## src/rtl/hilo_wb_unit_pkg.sv

```systemverilog
// Shared constants for the HI/LO write-back slice.
// These mirror the legacy defines.v names (RstEnable, ZeroWord, WriteEnable/WriteDisable, RegBus, HiloCntBus).
package hilo_wb_unit_pkg;

  localparam logic     RST_ENABLE     = 1'b1;
  localparam logic     WRITE_ENABLE   = 1'b1;
  localparam logic     WRITE_DISABLE  = 1'b0;
  localparam int       REG_BUS_W      = 32;
  localparam int       HILO_CNT_BUS_W = 32;
  localparam logic [REG_BUS_W-1:0] ZERO_WORD = '0;

endpackage

```

## src/rtl/hilo_fwd_mux.sv

```systemverilog
// HI/LO operand forwarding for the execute stage.
// The youngest writer wins: mem first, then wb, then the architectural value.
module hilo_fwd_mux #(
  parameter int DATA_W = 32
) (
  input  logic              mem_whilo,
  input  logic [DATA_W-1:0] mem_hi,
  input  logic [DATA_W-1:0] mem_lo,
  input  logic              wb_whilo,
  input  logic [DATA_W-1:0] wb_hi,
  input  logic [DATA_W-1:0] wb_lo,
  input  logic [DATA_W-1:0] arch_hi,
  input  logic [DATA_W-1:0] arch_lo,
  output logic [DATA_W-1:0] hi_o,
  output logic [DATA_W-1:0] lo_o
);

  // HI and LO always select from the same source.
  always_comb begin
    hi_o = arch_hi;
    lo_o = arch_lo;
    if (mem_whilo) begin
      hi_o = mem_hi;
      lo_o = mem_lo;
    end else if (wb_whilo) begin
      hi_o = wb_hi;
      lo_o = wb_lo;
    end
  end

endmodule

```

## src/rtl/hilo_wb_unit.sv

```systemverilog
// HI/LO write-back stage: WB pipeline regs, architectural commit and execute-stage forwarding.
// Define HILO_PERF_EN to add the hilo_wr_cnt commit counter.
module hilo_wb_unit
  import hilo_wb_unit_pkg::*;
#(
  parameter int DATA_W = REG_BUS_W
`ifdef HILO_PERF_EN
  , parameter int CNT_W = HILO_CNT_BUS_W
`endif
) (
  input  logic              clk,
  input  logic              rst,
  input  logic              stall,
  input  logic              flush,
  input  logic [DATA_W-1:0] mem_hi,
  input  logic [DATA_W-1:0] mem_lo,
  input  logic              mem_whilo,
  output logic [DATA_W-1:0] wb_hi,
  output logic [DATA_W-1:0] wb_lo,
  output logic              wb_whilo,
  output logic [DATA_W-1:0] hi_o,
  output logic [DATA_W-1:0] lo_o,
  output logic [DATA_W-1:0] arch_hi,
  output logic [DATA_W-1:0] arch_lo
`ifdef HILO_PERF_EN
  , output logic [CNT_W-1:0] hilo_wr_cnt
`endif
);

  logic [DATA_W-1:0] wb_hi_q, wb_hi_d, wb_lo_q, wb_lo_d;
  logic              wb_whilo_q, wb_whilo_d;
  logic [DATA_W-1:0] arch_hi_q, arch_hi_d, arch_lo_q, arch_lo_d;
  logic              commit;

  // A flush squashes what enters WB, not what is already there, so it never blocks commit.
  assign commit = (wb_whilo_q == WRITE_ENABLE) && !stall;

  always_comb begin
    wb_hi_d    = wb_hi_q;
    wb_lo_d    = wb_lo_q;
    wb_whilo_d = wb_whilo_q;
    if (rst == RST_ENABLE || flush) begin
      wb_hi_d    = '0;
      wb_lo_d    = '0;
      wb_whilo_d = WRITE_DISABLE;
    end else if (!stall) begin
      wb_hi_d    = mem_hi;
      wb_lo_d    = mem_lo;
      wb_whilo_d = mem_whilo;
    end
  end

  always_comb begin
    arch_hi_d = arch_hi_q;
    arch_lo_d = arch_lo_q;
    if (rst == RST_ENABLE) begin
      arch_hi_d = '0;
      arch_lo_d = '0;
    end else if (commit) begin
      arch_hi_d = wb_hi_q;
      arch_lo_d = wb_lo_q;
    end
  end

  always_ff @(posedge clk) begin
    wb_hi_q    <= wb_hi_d;
    wb_lo_q    <= wb_lo_d;
    wb_whilo_q <= wb_whilo_d;
    arch_hi_q  <= arch_hi_d;
    arch_lo_q  <= arch_lo_d;
  end

`ifdef HILO_PERF_EN
  logic [CNT_W-1:0] cnt_q, cnt_d;

  always_comb begin
    cnt_d = cnt_q;
    if (rst == RST_ENABLE) cnt_d = '0;
    else if (commit)       cnt_d = cnt_q + CNT_W'(1);
  end

  always_ff @(posedge clk) cnt_q <= cnt_d;

  assign hilo_wr_cnt = cnt_q;
`endif

  assign wb_hi    = wb_hi_q;
  assign wb_lo    = wb_lo_q;
  assign wb_whilo = wb_whilo_q;
  assign arch_hi  = arch_hi_q;
  assign arch_lo  = arch_lo_q;

  hilo_fwd_mux #(.DATA_W(DATA_W)) u_fwd (
    .mem_whilo (mem_whilo),
    .mem_hi    (mem_hi),
    .mem_lo    (mem_lo),
    .wb_whilo  (wb_whilo_q),
    .wb_hi     (wb_hi_q),
    .wb_lo     (wb_lo_q),
    .arch_hi   (arch_hi_q),
    .arch_lo   (arch_lo_q),
    .hi_o      (hi_o),
    .lo_o      (lo_o)
  );

endmodule
```

## config.mk

```make
export PLATFORM = sky130hd
export DESIGN_NAME = hilo_wb_unit
export DESIGN_NICKNAME = d
export VERILOG_FILES = /design/src/rtl/hilo_wb_unit_pkg.sv /design/src/rtl/hilo_fwd_mux.sv /design/src/rtl/hilo_wb_unit.sv
export SDC_FILE = /design/constraint.sdc
export NUM_CORES = 1
export LEC_CHECK = 0
export BUFFER_PORTS_ARGS = -buffer_cell sky130_fd_sc_hd__buf_2
export CAP_MARGIN = 20
export CORE_UTILIZATION = 25
export CTS_CLUSTER_SIZE = 16
export DETAILED_ROUTE_END_ITERATION = 7
export HOLD_SLACK_MARGIN = 0.03
export SLEW_MARGIN = 0
export SYNTH_ARGS = -nofsm -noshare
export SYNTH_HDL_FRONTEND = slang
export SYNTH_HIERARCHICAL = 1
export SYNTH_SLANG_ARGS = --single-unit
```

## constraint.sdc

```tcl
create_clock -name clk -period 1.5 [get_ports clk]
set_input_delay 0.15 -clock clk [delete_from_list [all_inputs] [get_ports clk]]
set_output_delay 0.15 -clock clk [all_outputs]
set_load 0.1 [all_outputs]
```

==> out/metrics.cfg, run 1 <==
[drt]
drc_errors = 0
viasPerCell = 4.650
totalWireLength_um = 21710
drtPass1Iterations = 4
detail_route.wl_per_cell_um = 15.60
ant_nets = 0
drtIter0Drc = 288
vias = 6473

[floorplan]
start_util = 0.2547
ios = 262
die-area_um2 = 27130
die_y_um = 164.7
die_x_um = 164.7
rows = 59
coreArea_um2 = 25980

[critical_path]
worstPathRequired_ps = 1350
critPathMaxFanout = 10
cp_num_buf_inv = 3
endpoint_kind = output pin
cp_cell_sequence = buf_12, buf_16, mux2i_4, o21ai_4, buf_12
path_common_cell = buf_12
worstPathArrival_ps = 1660
start_kind = flip-flop
slowest_stage = dfxtp_4
critical-path-top-delay-family = buffers and inverters
slowest_delay_ps = 360
r2r_slack_ps = 190
path_class = flip-flop to output pin

[logic_synthesis]
synthTopCellsByCount = 129 x dfxtp_1, 129 x mux2i_1, 69 x o21ai_1
synth.distinct_cells = 18
yosysWarnings = 6
ys.flop_type = dfxtp_1
synth_area_um2 = 6619
syn_inst = 715
synth_top_area_share = 0.3902
syn_nets = 784
synth_edf_count = 0
async_reset_ff_frac = 0
synth_area_leader_cell = dfxtp_1
syn_area_per_cell_um2 = 9.257
ys_seq_area_frac = 0.3902
synth_seq_cells = 129
yosys-top-cells-area = dfxtp_1 39%, mux2i_1 20%, nand4bb_1 11%, nand2b_1 6.0%, o21ai_1 5.2%

[placement]
hpwl_um = 15140
placed_cells = 1285
port_buffers = 261
dp_slack_ps = 69.95
placed_area_um2 = 11150
gp_congestion = 0.7219

[power_and_ir_drop]
power_frac_comb = 0.267
p_sw_frac = 0.3259
power.leakage_nw = 4.940
internal-power_mw = 7.307
peakVddDrop_uv = 504.5
power_density_nw_per_um2 = 863.9
clkPwrFrac = 0.402
switchingPower_mw = 3.532
p_seq_frac = 0.331

[cts]
cts_tree = built
cts-buffers-inserted = 17
ctsLongestPathBuffers = 2
clk_latency_ps = 410
cts.sinks = 129
htreeDepth = 4
cts.clk_slew.worst_paths_ps = 60
cts_root_buf = clkbuf_16

[sta]
rsz0062_at_grt = yes
skew_ps = 6.999
setup_slack_ps = -311.9
hold_viol_final = 0
tightestPinTransition_ps = 552.1
min_period_over_period = 1.208
setup_viol = 65
max_slew_margin = 0.6344
fmax_ghz = 0.5519
min_period_ps = 1812
slew_violations = 0
setup-tns-final_ps = -17390

[status]
failed_checks = negative setup slack
status = complete, but fails checks

[layout]
area_growth_pct = 89.56
drive_gt1_frac = 0.5710
fillers = 2341
fin_nets = 1112
final_area_um2 = 12550
stdcell_count = 1392

[global_route]
grt_pass1_vias = 6422
grt_max_degree = 68
antenna_found_initial = 1
grt_remaining_overflow = 0
grtUsageTotal = 0.1596
grt_pass1_wl_um = 34320

[run]
max_cap_violations = 0

[worst_hold_path]
hp-class = primary input to flip-flop

stage by stage:
step	hold slack (ps)	total power, mW	utilization
3_3_place_gp	398.7	6.403	0.4293
3_5_place_dp	401.4	6.415	0.4293
4_1_cts	119.7	10.97	0.4823
2_1_floorplan	292.7	5.621	-
6_report	128.8	10.84	0.4829
5_1_grt	156.7	11.24	0.4828
cells in the final DEF, fill, tap and decap left out, drive strengths merged:
cell type / count
clkbuf: 22
nor2: 65
or2: 1
diode: 1
or4bb: 1
inv: 3
nand2b: 64
nand2: 64
buf: 314
clkinvlp: 2
bufinv: 3
dlygate4sd3: 64
dfxtp: 129
nand4bb: 63
o21ai: 128
clkinv: 3
nor2b: 1
mux2i: 129
logic make-up after synthesis:
kind of cell / count (synthesis) / share of synthesized area
buffers and inverters: 70 / 0.07354
and+or+nand+nor: 259 / 0.2444
AOI/OAI and AO/OA: 128 / 0.09679
DFF: 129 / 0.3902
muxes: 129 / 0.1951
state kept, by name (all words and copies together), names as in the netlist:
| signal | cells |
|---|---|
| arch_hi | 32 |
| arch_lo | 32 |
| wb_hi | 32 |
| wb_lo | 32 |
| wb_whilo | 1 |
power by group through the flow:
stage	logic (mW)	registers (mW)	clock network, mW
floorplan	1.52	4.10	0
global placement	2.74	3.66	0
detailed placement	2.75	3.66	0
CTS	2.91	3.59	4.47
global route	3.01	3.60	4.64
finish	2.89	3.59	4.36
tightest hold or removal path: cells and delay by family:
family / cells / cell delay (ps)
AOI/OAI and AO/OA: 1 / 60
buffers and inverters: 1 / 160
and+or+nand+nor: 1 / 120
worst paths after layout:
kind	start	endpoint	cells after the start
max reg2reg	wb_whilo	arch_hi[10]	6
min reg2reg	arch_hi[18]	arch_hi[18]	2
min	rst	arch_lo[2]	3
max	wb_whilo	hi_o[14]	5
final cells by class:
cell class	count	area, um^2	share of cell area
multi-input cells	516	5062	0.4035
repair buffers	379	3685	0.2937
flip-flops and latches	129	2756	0.2197
clock buffers	21	470.5	0.03750
well taps	335	419.2	0.03341
clock inverters	11	151.4	0.01207
diodes	1	2.502	0.0001994
routing by layer:
layer | wire (um) | vias to the layer above | track usage
met5 | 0 | - | 0
met4 | 293 | 0 | 0.04796
met3 | 1173 | 18 | 0.03566
met2 | 10610 | 174 | 0.2714
met1 | 9630 | 3094 | 0.2000
li1 | - | 3187 | -
what timing repair did:
| item | in CTS | in global routing |
|---|---|---|
| hold buffers | 64 | 0 |
| endpoints found under the setup margin | 65 | 65 |
| buffers inserted | 10 | 0 |
| gates resized for setup | 9 | 2 |
| hold endpoints to repair | 64 | 0 |
| pin swaps | 33 | 4 |
(Power assumes the default switching activity.)
==> inputs of run 2 (changes only) <==
ABC_AREA = 1   (was default)
clock period = 2.25 ns   (was 1.5 ns; I/O delays follow)
==> out/metrics.cfg, run 2 <==
[critical_path]
r2r_slack_ps = 510  ; +320 ps
start_kind = flip-flop
worstPathRequired_ps = 2030  ; +680 ps
critical-path-top-delay-family = buffers and inverters
worstPathArrival_ps = 1870  ; +210 ps
cp_num_buf_inv = 2  ; -1
rr_worst_depth = 6  ; unchanged
path_common_cell = nand2_1
endpoint_kind = output pin
critPathMaxFanout = 131  ; +121
slowest_delay_ps = 440  ; +80 ps
path_class = flip-flop to output pin
path_depth = 5  ; unchanged
cp_cell_sequence = buf_16, nand2_1, nand3_1, nand2_1, buf_2
slowest_stage = buf_16

[status]
status = finished, final reports clean

[logic_synthesis]
yosysWarnings = 6  ; unchanged
yosys-top-cells-area = dfxtp_1 37%, nand2_1 24%, inv_1 10%, nand3_1 9.2%, nor2_1 6.9%
synth_top_area_share = 0.3716  ; -0.01855
syn_nets = 1241  ; +58%
synth_area_um2 = 6949  ; +5.0%
syn_inst = 1172  ; +64%
synthTopCellsByCount = 450 x nand2_1, 193 x inv_1, 129 x dfxtp_1
syn_area_per_cell_um2 = 5.929  ; -36%
ys.flop_type = dfxtp_1
synth.distinct_cells = 15  ; -3
synth.most_common_cell = nand2_1
async_reset_ff_frac = 0  ; unchanged
synth_seq_cells = 129  ; unchanged
synth_area_leader_cell = dfxtp_1
synth_edf_count = 0  ; unchanged
ys_seq_area_frac = 0.3716  ; -0.01855

[drt]
detail_route.wl_per_cell_um = 12.47  ; -20%
drtPass1Iterations = 5  ; +1
vias = 7548  ; +17%
ant_nets = 0  ; unchanged
totalWireLength_um = 22150  ; +2.0%
drc_errors = 0  ; unchanged
drtIter0Drc = 402  ; +40%
viasPerCell = 4.250  ; -8.6%

[layout]
fin_nets = 1460  ; +31%
fillers = 2972  ; +27%
final_common_cell = nand2_1
final_area_um2 = 9165  ; -27%
final_cell_mix = 450 x nand2_1, 261 x buf_2, 193 x inv_1
fin_util = 0.3382  ; -0.1447
drive_gt1_frac = 0.2208  ; -0.3502
antenna_cells = 0  ; -1
area_growth_pct = 31.89

[cts]
cts.sinks = 129  ; unchanged
cts_tree = built
cts_root_buf = clkbuf_16
ctsLongestPathBuffers = 2  ; unchanged
htreeDepth = 4  ; unchanged
cts.clk_slew.worst_paths_ps = 60  ; about the same
cts-buffers-inserted = 17  ; unchanged
clk_latency_ps = 410  ; about the same
hold_buffers = 0  ; -100%

[floorplan]
start_util = 0.2564  ; +0.001699
die-area_um2 = 28470  ; +4.9%
rows = 60  ; +1.7%
die_x_um = 168.7  ; +2.4%
coreArea_um2 = 27100  ; +4.3%
die_y_um = 168.7  ; +2.4%
ios = 262  ; unchanged

[global_route]
grtUsageTotal = 0.1537  ; -0.005942
grt_pass1_vias = 6874  ; +7.0%
grt_remaining_overflow = 0  ; unchanged
grt_pass1_wl_um = 35450  ; +3.3%
antenna_found_initial = 0  ; -1
grt_max_degree = 132  ; +94%

[sta]
whs_ps = 72.75  ; -56.06 ps
fmax_ghz = 0.4766
max_slew_margin = 0.6023  ; -0.03213
min_period_over_period = 0.9325
skew_ps = 8.713  ; +1.714 ps
tightestPinTransition_ps = 596.5  ; +44.39 ps
slew_violations = 0  ; unchanged
setup_viol = 0  ; -100%
hold_viol_final = 0  ; unchanged
min_period_ps = 2098

[run]
max_cap_violations = 0  ; unchanged

[worst_hold_path]
hold_depth = 3  ; unchanged
hp-class = primary input to flip-flop

[placement]
placed_area_um2 = 8456  ; -24%
port_buffers = 261  ; unchanged
gp_congestion = 0.7824  ; +8.4%
hpwl_um = 14550  ; -3.9%

[power_and_ir_drop]
power.leakage_nw = 4.632  ; -6.2%
power_density_nw_per_um2 = 825.2  ; -4.5%
peakVddDrop_uv = 385.9  ; -24%

[run 2: through the flow]
stage / std cells / total power [mW] / setup WS, ps / setup TNS, ps
2_1_floorplan: 1172 / 3.971 / 179.8 / 0
3_3_place_gp: 1743 / 4.297 / 230.8 / 0
3_5_place_dp: 1744 / 4.307 / 436.4 / 0
4_1_cts: 1776 / 7.676 / 85.40 / 0
5_1_grt: 1776 / 7.867 / -0.6677 / -0.6677
6_report: 1776 / 7.563 / 151.8 / 0
[run 2: metal layers]
layer	track usage	wire length, um	vias up	share of wire
li1	-	-	3905	-
met1	0.1901	10050	3437	0.45
met2	0.2670	10920	185	0.49
met3	0.02642	835	21	0.038
met4	0.05455	347	0	0.016
met5	0	0	-	0
[run 2: worst register-to-register path: stages, from the launching register on]
cell	delay, ps
dfxtp_4	380
buf_16	450
inv_1	180
nor2_4	130
buf_12	300
nor2_1	100
nor2_1	130
[run 2: timing repair]
| item | CTS | global route |
|---|---|---|
| setup endpoints to repair | 24 | 7 |
| resized for setup | 1 | 1 |
| buffers inserted | 0 | 0 |
[run 2: cells by family after synthesis]
family / share of synthesized area
simple gates: 0.4069
buf+inv: 0.1746
flops: 0.3716
compound gates: 0.04681
[run 2: worst paths after layout]
path	from	to
min reg2reg	wb_hi[31]	wb_hi[31]
min	mem_lo[11]	wb_lo[11]
max reg2reg	wb_whilo	arch_lo[8]
max	wb_whilo	lo_o[20]
[run 2: cell type report]
class	instances	area, um^2	share of cell area
Sequential cell	129	2586	0.2822
Clock buffer	20	446.7	0.04874
Timing Repair Buffer	273	1516	0.1655
Tap cell	372	465.4	0.05078
Multi-Input combinational cell	773	3153	0.3440
Inverter	197	744.5	0.08123
Clock inverter	12	252.7	0.02758
[run 2: power by group]
group | leakage, nW | switching (mW) | internal, mW
Combinational | 3.25 | 1.53 | 0.307
Sequential | 1.05 | 0.0638 | 2.35
Clock | 0.335 | 1.08 | 2.23
==> inputs of run 3 (changes only) <==
clock period = 2.5 ns   (was 2.25 ns; I/O delays follow)
==> out/metrics.cfg, run 3 (synthesis gave the netlist of run 2 again) <==
[status]
status = finished, final reports clean

[layout]
regArea_um2 = 2586  ; unchanged
drive_gt1_frac = 0.2208  ; unchanged
fillers = 3020  ; +1.6%
stdcell_count = 1777  ; +0.056%
final_common_cell = nand2_1
fin_nets = 1461  ; +0.068%
fin_util = 0.3348  ; -0.003416
final_cell_mix = 450 x nand2_1, 261 x buf_2, 193 x inv_1
final_area_um2 = 9072  ; -1.0%
multi_input_area_um2 = 3153  ; unchanged
area_growth_pct = 30.55

[floorplan]
die-area_um2 = 28470  ; unchanged
die_x_um = 168.7  ; unchanged
rows = 60  ; unchanged
die_y_um = 168.7  ; unchanged
ios = 262  ; unchanged
coreArea_um2 = 27100  ; unchanged
start_util = 0.2564  ; unchanged

[cts]
hold_buffers = 0  ; unchanged
cts-buffers-inserted = 17  ; unchanged
cts_root_buf = clkbuf_16
cts_tree = built
cts.sinks = 129  ; unchanged
post_cts_buffers = 0  ; unchanged
ctsResizeCount = 0  ; -1
ctsLongestPathBuffers = 2  ; unchanged
clk_latency_ps = 410  ; about the same
htreeDepth = 4  ; unchanged
cts.clk_slew.worst_paths_ps = 60  ; about the same

[sta]
min_period_over_period = 0.8691
min_period_ps = 2173
hold_viol_final = 0  ; unchanged
whs_ps = 100.7  ; +27.96 ps
setup_slack_ps = 327.3  ; +175.6 ps
rsz0062_at_grt = no
skew_ps = 7.440  ; -1.273 ps
fmax_ghz = 0.4603
slew_violations = 0  ; unchanged
setup_viol = 0  ; unchanged
tightestPinTransition_ps = 909.3  ; +312.7 ps
max_slew_margin = 0.3938  ; -0.2085
setup-tns-final_ps = 0  ; unchanged

[drt]
viasPerCell = 4.246  ; about the same
drc_errors = 0  ; unchanged
drtIter0Drc = 443  ; +10%
ant_nets = 0  ; unchanged
vias = 7546  ; -0.026%
totalWireLength_um = 22440  ; +1.3%
detail_route.wl_per_cell_um = 12.63  ; +1.2%
drtPass1Iterations = 5  ; unchanged

[power_and_ir_drop]
p_seq_frac = 0.336  ; +0.017
power_frac_comb = 0.256  ; +0.014
internal-power_mw = 4.102  ; -16%
peakVddDrop_uv = 358.0  ; -7.2%
clkPwrFrac = 0.408  ; -0.031
power.leakage_nw = 4.592  ; -0.86%
p_sw_frac = 0.3647  ; +0.01136
power.total_mw = 6.457  ; -15%
power_density_nw_per_um2 = 711.7  ; -14%
switchingPower_mw = 2.355  ; -12%

[placement]
dp_slack_ps = 727.6  ; +291.2 ps
placed_cells = 1745  ; +0.057%
gp_congestion = 0.7901  ; +0.98%
port_buffers = 261  ; unchanged
hpwl_um = 14750  ; +1.4%
placed_area_um2 = 8451  ; about the same

[run]
max_cap_violations = 0  ; unchanged

[critical_path]
critPathMaxFanout = 47  ; -64%
worstPathArrival_ps = 1920  ; +50 ps
path_class = flip-flop to output pin
worstPathRequired_ps = 2250  ; +220 ps
endpoint_kind = output pin
start_kind = flip-flop

[global_route]
grtUsageTotal = 0.1603  ; +0.006596
grt_max_degree = 132  ; unchanged
antenna_found_initial = 2  ; +2
grt_pass1_wl_um = 36360  ; +2.5%
grt_pass1_vias = 6911  ; +0.54%
grt_remaining_overflow = 0  ; unchanged

[worst_hold_path]
hp-class = primary input to flip-flop

-- run 3: worst max-delay path, stage by stage, from the launching register on --
cell and delay (ps):
dfxtp_4 350, inv_2 290, buf_12 300, nand2_1 90, nand3_1 70, nand2_1 70
buf_2 290
-- run 3: layout make-up --
class / instances / share of cell area
clock inverters: 10 / 0.01751
flip-flops and latches: 129 / 0.2851
diodes: 1 / 0.0002758
multi-input cells: 773 / 0.3475
inverters: 197 / 0.08178
clock buffers: 21 / 0.05075
well taps: 372 / 0.05130
repair buffers: 274 / 0.1658
-- run 3: final timing paths --
check / from / end / slack [ps] / cells after the start
setup / recovery: wb_whilo / hi_o[21] / 330 / 6
hold / removal: mem_hi[23] / wb_hi[23] / 100 / 3
setup reg to reg: wb_whilo / arch_lo[31] / 830 / 6
hold reg to reg: wb_hi[6] / wb_hi[6] / 500 / 2
-- run 3: metal layers --
layer | vias to the layer above | share of wire | track usage
met5 | - | 0.00058 | 0
li1 | 3904 | - | -
met1 | 3423 | 0.45 | 0.2032
met4 | 2 | 0.016 | 0.05138
met3 | 22 | 0.042 | 0.02852
met2 | 195 | 0.49 | 0.2742
-- run 3: power groups by stage --
stage          sequential, mW  combinational [mW]  clock, mW
2_1_floorplan            2.62               0.949          0
3_3_place_gp             2.22                1.66          0
3_5_place_dp             2.22                1.66          0
4_1_cts                  2.17                1.66       2.72
5_1_grt                  2.18                1.75       2.82
6_report                 2.17                1.65       2.63
